## src/rtl/scl_stall_pkg.sv

```systemverilog
// Shared types for the SCL stall controller: FSM state encoding and its width.
package scl_stall_pkg;

    localparam int ST_W = 2;

    typedef enum logic [ST_W-1:0] {
        ST_IDLE  = 2'd0,
        ST_STALL = 2'd1,
        ST_DONE  = 2'd2
    } state_t;

endpackage

```

## src/rtl/scl_stall_arb.sv

```systemverilog
// Masked fixed-priority arbiter: the lowest-index requester that is still eligible wins.
module scl_stall_arb
    import scl_stall_pkg::*;
#(
    parameter int NUM_CH = 4
) (
    input  logic [NUM_CH-1:0] req_i,
    input  logic [NUM_CH-1:0] elig_i,
    output logic [NUM_CH-1:0] grant_o,
    output logic              valid_o
);

    logic [NUM_CH-1:0] cand;

    // Two's-complement trick isolates the lowest set bit of the candidate vector.
    always_comb begin
        cand    = req_i & elig_i;
        grant_o = cand & (~cand + NUM_CH'(1));
        valid_o = |cand;
    end

endmodule

```

## src/rtl/scl_stall_ctrl.sv

```systemverilog
// Multi-requester SCL stall controller: arbitrates stall requests and holds o_scl_stall
// for the latched cycle count, then pulses the owner's done bit for one cycle.
//
// Handshake: a requester raises i_stall_req[i] and holds it until it sees o_stall_done[i];
// the request must be sampled low at least once before the same channel can win again.
module scl_stall_ctrl
    import scl_stall_pkg::*;
#(
    parameter int NUM_CH = 4,
    parameter int CNT_W  = 8
) (
    input  logic                    i_stall_clk,
    input  logic                    i_stall_rst,
    input  logic [NUM_CH-1:0]       i_stall_req,
    input  logic [NUM_CH*CNT_W-1:0] i_stall_cycles,
    input  logic                    i_stall_abort,
    output logic                    o_scl_stall,
    output logic                    o_stall_busy,
    output logic [NUM_CH-1:0]       o_stall_grant,
    output logic [NUM_CH-1:0]       o_stall_done,
    output logic                    o_stall_aborted,
    output logic [CNT_W-1:0]        o_stall_remaining,
    output logic [ST_W-1:0]         o_dbg_state
);

    state_t            state_q, state_d;
    logic [CNT_W-1:0]  rem_q, rem_d;
    logic [NUM_CH-1:0] grant_q, grant_d;
    logic [NUM_CH-1:0] done_q, done_d;
    logic [NUM_CH-1:0] elig_q, elig_d;
    logic              aborted_q, aborted_d;
    logic              stall_q, stall_d;
    logic              busy_q, busy_d;

    logic [NUM_CH-1:0] arb_grant;
    logic              arb_valid;
    logic [CNT_W-1:0]  win_cnt;

    scl_stall_arb #(.NUM_CH(NUM_CH)) u_arb (
        .req_i   (i_stall_req),
        .elig_i  (elig_q),
        .grant_o (arb_grant),
        .valid_o (arb_valid)
    );

    always_comb begin
        win_cnt = '0;
        for (int i = 0; i < NUM_CH; i++) begin
            if (arb_grant[i]) begin
                win_cnt = win_cnt | i_stall_cycles[i*CNT_W +: CNT_W];
            end
        end
    end

    always_comb begin
        state_d   = state_q;
        rem_d     = rem_q;
        grant_d   = grant_q;
        done_d    = '0;
        aborted_d = 1'b0;
        stall_d   = stall_q;
        busy_d    = busy_q;

        case (state_q)
            ST_IDLE: begin
                grant_d = '0;
                stall_d = 1'b0;
                busy_d  = 1'b0;
                rem_d   = '0;
                if (arb_valid) begin
                    grant_d = arb_grant;
                    busy_d  = 1'b1;
                    // A zero count skips STALL entirely so the bus is never held.
                    if (win_cnt != '0) begin
                        state_d = ST_STALL;
                        stall_d = 1'b1;
                        rem_d   = win_cnt;
                    end else begin
                        state_d = ST_DONE;
                        done_d  = arb_grant;
                    end
                end
            end
            ST_STALL: begin
                if (i_stall_abort || rem_q == CNT_W'(1)) begin
                    state_d   = ST_DONE;
                    stall_d   = 1'b0;
                    rem_d     = '0;
                    done_d    = grant_q;
                    aborted_d = i_stall_abort;
                end else begin
                    rem_d = rem_q - CNT_W'(1);
                end
            end
            ST_DONE: begin
                state_d = ST_IDLE;
                grant_d = '0;
                stall_d = 1'b0;
                busy_d  = 1'b0;
                rem_d   = '0;
            end
            default: begin
                state_d = ST_IDLE;
                grant_d = '0;
                stall_d = 1'b0;
                busy_d  = 1'b0;
                rem_d   = '0;
            end
        endcase

        // Re-arm only after a sampled low request; the done pulse disarms its owner.
        elig_d = (elig_q | ~i_stall_req) & ~done_d;
    end

    always_ff @(posedge i_stall_clk) begin
        if (i_stall_rst) begin
            state_q   <= ST_IDLE;
            rem_q     <= '0;
            grant_q   <= '0;
            done_q    <= '0;
            elig_q    <= '1;
            aborted_q <= 1'b0;
            stall_q   <= 1'b0;
            busy_q    <= 1'b0;
        end else begin
            state_q   <= state_d;
            rem_q     <= rem_d;
            grant_q   <= grant_d;
            done_q    <= done_d;
            elig_q    <= elig_d;
            aborted_q <= aborted_d;
            stall_q   <= stall_d;
            busy_q    <= busy_d;
        end
    end

    assign o_scl_stall       = stall_q;
    assign o_stall_busy      = busy_q;
    assign o_stall_grant     = grant_q;
    assign o_stall_done      = done_q;
    assign o_stall_aborted   = aborted_q;
    assign o_stall_remaining = rem_q;
    assign o_dbg_state       = state_q;

endmodule

```

## config.mk

```make
export PLATFORM = sky130hd
export DESIGN_NAME = scl_stall_ctrl
export DESIGN_NICKNAME = d
export VERILOG_FILES = /design/src/rtl/scl_stall_pkg.sv /design/src/rtl/scl_stall_arb.sv /design/src/rtl/scl_stall_ctrl.sv
export SDC_FILE = /design/constraint.sdc
export NUM_CORES = 1
export LEC_CHECK = 0
export ABC_AREA = 1
export CAP_MARGIN = 20
export CORE_MARGIN = 2
export CORE_UTILIZATION = 42
export CTS_CLUSTER_DIAMETER = 200
export DETAILED_ROUTE_END_ITERATION = 10
export HOLD_SLACK_MARGIN = 0.06
export PLACE_DENSITY = 0.79
export SLEW_MARGIN = 0
export SYNTH_ARGS = -nofsm -noshare
export SYNTH_HDL_FRONTEND = slang
export SYNTH_SLANG_ARGS = --single-unit
```

## constraint.sdc

```tcl
create_clock -name i_stall_clk -period 1.8 [get_ports i_stall_clk]
set_clock_uncertainty 0.1 [all_clocks]
set_input_delay 0.45 -clock i_stall_clk [delete_from_list [all_inputs] [get_ports i_stall_clk]]
set_output_delay 0.45 -clock i_stall_clk [all_outputs]
set_load 0.03 [all_outputs]
```

==> results of run 1 <==
-- what timing repair did --
item	4_1_cts	5_1_grt
setup buffers	4	1
pin swaps	11	5
setup endpoints to repair	32	12
resized for setup	34	7
gates cloned	1	0
-- through the flow --
step,setup TNS [ps],instances
2_1_floorplan,0,212
3_3_place_gp,-7030,338
3_5_place_dp,-7860,338
4_1_cts,-27.3,347
5_1_grt,-3.74,348
6_report,0,348
-- final cells by class --
cell class	count	area (um^2)
clock inverter	1	7.51
fill	268	968
clock buffer	3	22.5
multi-input combinational	156	832
tap	46	57.6
sequential	25	503
timing repair buffer	89	788
inverter	28	105
-- kinds of logic (layout without fill, tap and decap cells) --
| logic type | count (synthesis) | after routing | share of synthesized area (%) |
|---|---|---|---|
| buf+inv | 32 | 121 | 9.08 |
| compound gates | 22 | 22 | 8.64 |
| fa+ha+maj | 2 | 2 | 1.78 |
| xor+xnor | 6 | 6 | 3.74 |
| flops | 25 | 25 | 35.6 |
| simple gates | 125 | 126 | 41.1 |
-- power groups by stage --
stage | combinational [mW] | sequential (mW) | clock (mW)
final | 0.642 | 0.628 | 0.261
after CTS | 0.636 | 0.628 | 0.264
after floorplan | 0.270 | 0.719 | 0
after detailed placement | 0.636 | 0.642 | 0
after global placement | 0.628 | 0.641 | 0
after global routing | 0.703 | 0.634 | 0.287
-- registers in the layout (all words and copies together) (netlist names) --
register and cells:
o_stall_busy 1, o_stall_remaining 8, o_stall_done 4, o_stall_grant 4, o_stall_aborted 1, elig_q 4
o_dbg_state 2, o_scl_stall 1
-- worst min-delay path: cells and delay by family --
family	cells	cell delay, ps
buffers and inverters	1	120
AND/OR/NAND/NOR	3	200
-- path summary, 6_finish.rpt --
check	to	start	cells past startpoint
min reg2reg	o_stall_busy	o_stall_busy	2
min	elig_q[3]	i_stall_req[3]	4
max reg2reg	elig_q[3]	elig_q[0]	11
max	elig_q[3]	i_stall_req[0]	12
-- per-layer routing --
layer | vias to the layer above | wire [um]
met4 | 0 | 105
met2 | 51 | 1900
met3 | 10 | 147
li1 | 861 | -
met1 | 739 | 1720
met5 | - | 0
-- placed cells by master (no fill, tap or decap), drive strengths merged, types with 3 or more instances in the layout --
cell and count:
nor2 43, xor2 4, inv 28, clkdlybuf4s50 34, buf 30, nand3 22
dfxtp 25, clkbuf 3, dlygate4sd2 24, a21oi 18, nor3 3, nand2 48
nand4 9
==> impl_metrics.env, run 1 <==
export IMPL_core_region_area_mm2=0.00328
export IMPL_post_route_worst_setup_slack_ps=65.9
export IMPL_synth_top_cells_by_area="sky130_fd_sc_hd__dfxtp_1 36%, sky130_fd_sc_hd__nand2_1 12%, sky130_fd_sc_hd__nor2_1 9.6%, sky130_fd_sc_hd__nand3_1 7.8%, sky130_fd_sc_hd__inv_1 7.2%"
export IMPL_drcViolationCount=0
export IMPL_finish_utilization_pct=70.5
export IMPL_crit_family="simple AND/OR/NAND/NOR gates"
export IMPL_synth_seq_area_share_pct=35.6
export IMPL_max_clock_path_buffers=2
export IMPL_fin_total_pwr_mw=1.53
export IMPL_die_y_um=61.8
export IMPL_worst_slew_margin_rel_pct=79.8
export IMPL_postSynth_topFlopCell="sky130_fd_sc_hd__dfxtp_1"
export IMPL_period_minus_slack_ps=1730
export IMPL_synth_largest_area_cell="sky130_fd_sc_hd__dfxtp_1"
export IMPL_die_w_um=61.8
export IMPL_critical_path_required_ps=1950
export IMPL_final_period_utilization_pct=96.3
export IMPL_hold_slack_ps=359
export IMPL_critical_path_endpoint_type="flip-flop"
export IMPL_crit_slowest_cell="sky130_fd_sc_hd__dlygate4sd2_1"
export IMPL_worst_slew_pin_slew_ps=302
export IMPL_clkTransAtPathRegs_ps=150
export IMPL_antenna_violations_before_repair=0
export IMPL_num_ports=60
export IMPL_regToRegSetupSlack_ps=80
export IMPL_critPathMaxStageDelay_ps=250
export IMPL_setup_violations_final=0
export IMPL_fp_dieArea_mm2=0.00382
export IMPL_synthesized_area_divided_by_synthesized_cell_count_um2=6.63
export IMPL_clkSinkCount=25
export IMPL_gpl_final_weighted_congestion=0.816
export IMPL_clk_insertion_delay_late_ps=330
export IMPL_synth_most_common_cell="sky130_fd_sc_hd__nand2_1"
export IMPL_globalRouteTotalUtil_pct=21.5
export IMPL_tritoncts="yes"
export IMPL_synth_top_area_share_pct=35.6
export IMPL_power_switching_share_pct=36.5
export IMPL_hold_path_class="in -> reg"
export IMPL_cap_violations=0
export IMPL_start_util_pct=42.8
export IMPL_synth_enable_flop_cells=0
export IMPL_power_frac_seq_pct=41.0
export IMPL_cp_start_kind="input port"
export IMPL_asyncSetResetFlopFracSynth_pct=0
export IMPL_vias_in_the_first_global_route=1470
export IMPL_worst_path_buf_inv=3
export IMPL_worst_setup_path_type="in -> reg"
export IMPL_p_comb_share_pct=41.9
export IMPL_flip_flop_and_latch_count_after_synthesis=25
export IMPL_routed_via_count=1661
export IMPL_diodes=0
export IMPL_worst_path_cell_trace="dlygate4sd2_1, nand2_2, inv_2, buf_4, nand2_1, nand3_1, nor2_1, nand2_1, nor2_4, nand3_1, nand3_1, nand2_1"
export IMPL_use_met2_pct=37.0
export IMPL_final_hold_violation_count=0
export IMPL_p_per_area_mw_per_mm2=661
export IMPL_port_buffers=59
export IMPL_ys_warnings=0
export IMPL_area_growth_pct=64.8
export IMPL_post_route_cells_drive_above_1_share_pct=19.9
export IMPL_grt_use_met1_pct=26.3
export IMPL_synthTopCellsByCount="45 x sky130_fd_sc_hd__nand2_1, 36 x sky130_fd_sc_hd__nor2_1, 27 x sky130_fd_sc_hd__inv_1"
export IMPL_place_hpwl_mm=3.09
export IMPL_sum_of_routed_wire_length_over_all_layers_mm=3.87
export IMPL_path_max_fanout=5
export IMPL_top_usage_layer="met2"
export IMPL_design_area_mm2=0.00232
export IMPL_crit_arrival_ps=1880
export IMPL_synth_lib_cells_used_distinct=24
export IMPL_drtIter0Drc=39
export IMPL_placement_setup_worst_slack_ps=-524
export IMPL_drt_pre_antenna_iters=4
export IMPL_wl_per_cell_um=11.1
export IMPL_cts_hold_repair_buffers=0
export IMPL_p_clk_share_pct=17.0
export IMPL_final_antenna_net_count=0
export IMPL_grt_met3_usage_pct=3.93
export IMPL_maxClockFrequency_ghz=0.577
export IMPL_first_pass_grt_wire_length_mm=6.15
export IMPL_clock_tree_htree_level_count=1
export IMPL_vdd_ir_drop_worst_mv=0.482
export IMPL_number_of_buffers_created_by_cts=3
export IMPL_core_rowCount=21
export IMPL_globalRouteOverflowTotal=0
export IMPL_slew_violations=0
export IMPL_internal_power_uw=973
export IMPL_netlist_instances=212
export IMPL_outcome="finished, final reports clean"
export IMPL_synth_area_mm2=0.00141
export IMPL_detailed_place_area_mm2=0.00222
export IMPL_synth_net_count=253
export IMPL_power_net_switching_uw=559
export IMPL_final_stage_net_count=344
export IMPL_avgViaCountPerCell=4.77
export IMPL_clockRootBuffer="sky130_fd_sc_hd__clkbuf_4"
export IMPL_grt_start_max_net_pins=16
export IMPL_cellLeakagePower_nw=1.16
Power figures use the tool's default switching activity.
==> run 2, diff against run 1 <==
--- a/config.mk
+++ b/config.mk
@@ -13,6 +13,7 @@
 export DETAILED_ROUTE_END_ITERATION = 10
 export HOLD_SLACK_MARGIN = 0.06
 export PLACE_DENSITY = 0.79
+export SKIP_LAST_GASP = 1
 export SLEW_MARGIN = 0
 export SYNTH_ARGS = -nofsm -noshare
 export SYNTH_HDL_FRONTEND = slang
==> impl_metrics.env, run 2 (synthesized netlist as in run 1, its figures left out) <==
export IMPL_globalRouteOverflowTotal=0
export IMPL_p_per_area_mw_per_mm2=662
export IMPL_drcViolationCount=0
export IMPL_avgViaCountPerCell=4.77
export IMPL_placement_setup_worst_slack_ps=-524
export IMPL_p_comb_share_pct=42.0
export IMPL_cts_hold_repair_buffers=0
export IMPL_cap_violations=0
export IMPL_final_stage_net_count=344
export IMPL_post_route_worst_setup_slack_ps=65.6
export IMPL_max_clock_path_buffers=2
export IMPL_design_area_mm2=0.00231
export IMPL_core_region_area_mm2=0.00328
export IMPL_num_ports=60
export IMPL_antenna_violations_before_repair=0
export IMPL_cellLeakagePower_nw=1.16
export IMPL_grt_start_max_net_pins=16
export IMPL_first_pass_grt_wire_length_mm=6.15
export IMPL_globalRouteTotalUtil_pct=21.5
export IMPL_filler_cell_count=268
export IMPL_layout_cells_most_common="sky130_fd_sc_hd__nand2_1"
export IMPL_critical_path_required_ps=1950
export IMPL_port_buffers=59
export IMPL_tritoncts="yes"
export IMPL_power_net_switching_uw=559
export IMPL_worst_setup_path_type="in -> reg"
export IMPL_finish_utilization_pct=70.5
export IMPL_post_route_cells_drive_above_1_share_pct=19.5
export IMPL_vdd_ir_drop_worst_mv=0.483
export IMPL_p_clk_share_pct=17.0
export IMPL_clk_insertion_delay_late_ps=330
export IMPL_die_y_um=61.8
export IMPL_final_hold_violation_count=0
export IMPL_clock_tree_htree_level_count=1
export IMPL_period_minus_slack_ps=1730
export IMPL_vias_in_the_first_global_route=1469
export IMPL_start_util_pct=42.8
export IMPL_clkSinkCount=25
export IMPL_path_max_fanout=5
export IMPL_final_setup_tns_ps=0
export IMPL_fin_total_pwr_mw=1.53
export IMPL_mostFrequentLayoutCells="42 x sky130_fd_sc_hd__nand2_1, 34 x sky130_fd_sc_hd__clkdlybuf4s50_1, 32 x sky130_fd_sc_hd__nor2_1"
export IMPL_area_growth_pct=64.7
export IMPL_internal_power_uw=973
export IMPL_wl_per_cell_um=11.1
export IMPL_clockRootBuffer="sky130_fd_sc_hd__clkbuf_4"
export IMPL_outcome="finished, final reports clean"
export IMPL_diodes=0
export IMPL_fp_dieArea_mm2=0.00382
export IMPL_clkTransAtPathRegs_ps=150
export IMPL_grt_setup_unrepaired="yes"
export IMPL_core_rowCount=21
export IMPL_crit_arrival_ps=1880
export IMPL_power_frac_seq_pct=41.0
export IMPL_place_hpwl_mm=3.09
export IMPL_final_period_utilization_pct=96.4
export IMPL_slew_violations=0
export IMPL_drt_pre_antenna_iters=4
export IMPL_number_of_buffers_created_by_cts=3
export IMPL_detailed_place_area_mm2=0.00222
export IMPL_hold_path_cells=4
export IMPL_cp_start_kind="input port"
export IMPL_die_w_um=61.8
export IMPL_critical_path_endpoint_type="flip-flop"
export IMPL_timing_reg2reg_worst_path_depth=11
export IMPL_routed_via_count=1661
export IMPL_largest_register_ff_count=8
export IMPL_setup_violations_final=0
export IMPL_final_antenna_net_count=0
export IMPL_hold_path_class="in -> reg"
export IMPL_worst_slew_margin_rel_pct=79.8
export IMPL_worst_slew_pin_slew_ps=302
export IMPL_power_switching_share_pct=36.5
export IMPL_drtIter0Drc=39
export IMPL_gpl_final_weighted_congestion=0.816
export IMPL_sum_of_routed_wire_length_over_all_layers_mm=3.87
export IMPL_maxClockFrequency_ghz=0.577
## run 2: cell counts in the layout (fill, tap and decap cells not counted)
No cell type changed its count.
## run 2: layer usage
| layer | wire, um | up-vias | global-route usage [%] |
|---|---|---|---|
| met1 | 1710 | 739 | 26.4 |
| met5 | 0 | - | 0 |
| met2 | 1900 | 51 | 36.8 |
| met3 | 147 | 10 | 3.93 |
| li1 | - | 861 | - |
| met4 | 105 | 0 | 9.42 |
## run 2: timing repair
action / 4_1_cts / 5_1_grt
cloned: 1 / 0
pin swaps: 11 / 4
setup buffers: 4 / 1
setup endpoints to repair: 32 / 16
gates resized for setup: 33 / 7
## run 2: worst max-delay path: stages
cell and delay, ps:
sky130_fd_sc_hd__dlygate4sd2_1 250, sky130_fd_sc_hd__nand2_2 110, sky130_fd_sc_hd__inv_2 70, sky130_fd_sc_hd__buf_4 140, sky130_fd_sc_hd__nand2_1 60, sky130_fd_sc_hd__nand3_1 80
sky130_fd_sc_hd__nor2_1 160, sky130_fd_sc_hd__nand2_1 120, sky130_fd_sc_hd__nor2_4 150, sky130_fd_sc_hd__nand3_1 130, sky130_fd_sc_hd__nand3_1 100, sky130_fd_sc_hd__nand2_1 50
## run 2: through the flow
| step | std cells | hold slack [ps] |
|---|---|---|
| 2_1_floorplan | 212 | 419 |
| 3_3_place_gp | 338 | 358 |
| 3_5_place_dp | 338 | 368 |
| 4_1_cts | 347 | 386 |
| 5_1_grt | 348 | 384 |
| 6_report | 348 | 359 |
## run 2: final timing paths
path / to / slack (ps) / from
worst max-delay path: elig_q[3] / 70 / i_stall_req[0]
worst min-delay path: elig_q[3] / 360 / i_stall_req[3]
worst max register to register: elig_q[3] / 80 / elig_q[0]
worst min register to register: o_stall_busy / 380 / o_stall_busy
## run 2: power by group through the flow
stage | Sequential [mW] | Clock, mW | Combinational [mW]
global placement | 0.641 | 0 | 0.628
CTS | 0.628 | 0.264 | 0.635
floorplan | 0.719 | 0 | 0.270
global route | 0.634 | 0.287 | 0.703
detailed placement | 0.642 | 0 | 0.636
finish | 0.628 | 0.261 | 0.642
## run 2: area by class of cell
class,instances,area (um^2),share of cell area [%]
Multi-Input combinational cell,156,832,35.9
Timing Repair Buffer,89,788,34.1
Sequential cell,25,502,21.7
Inverter,28,105,4.54
Tap cell,46,57.6,2.49
Clock buffer,3,22.5,0.973
Clock inverter,1,7.51,0.324
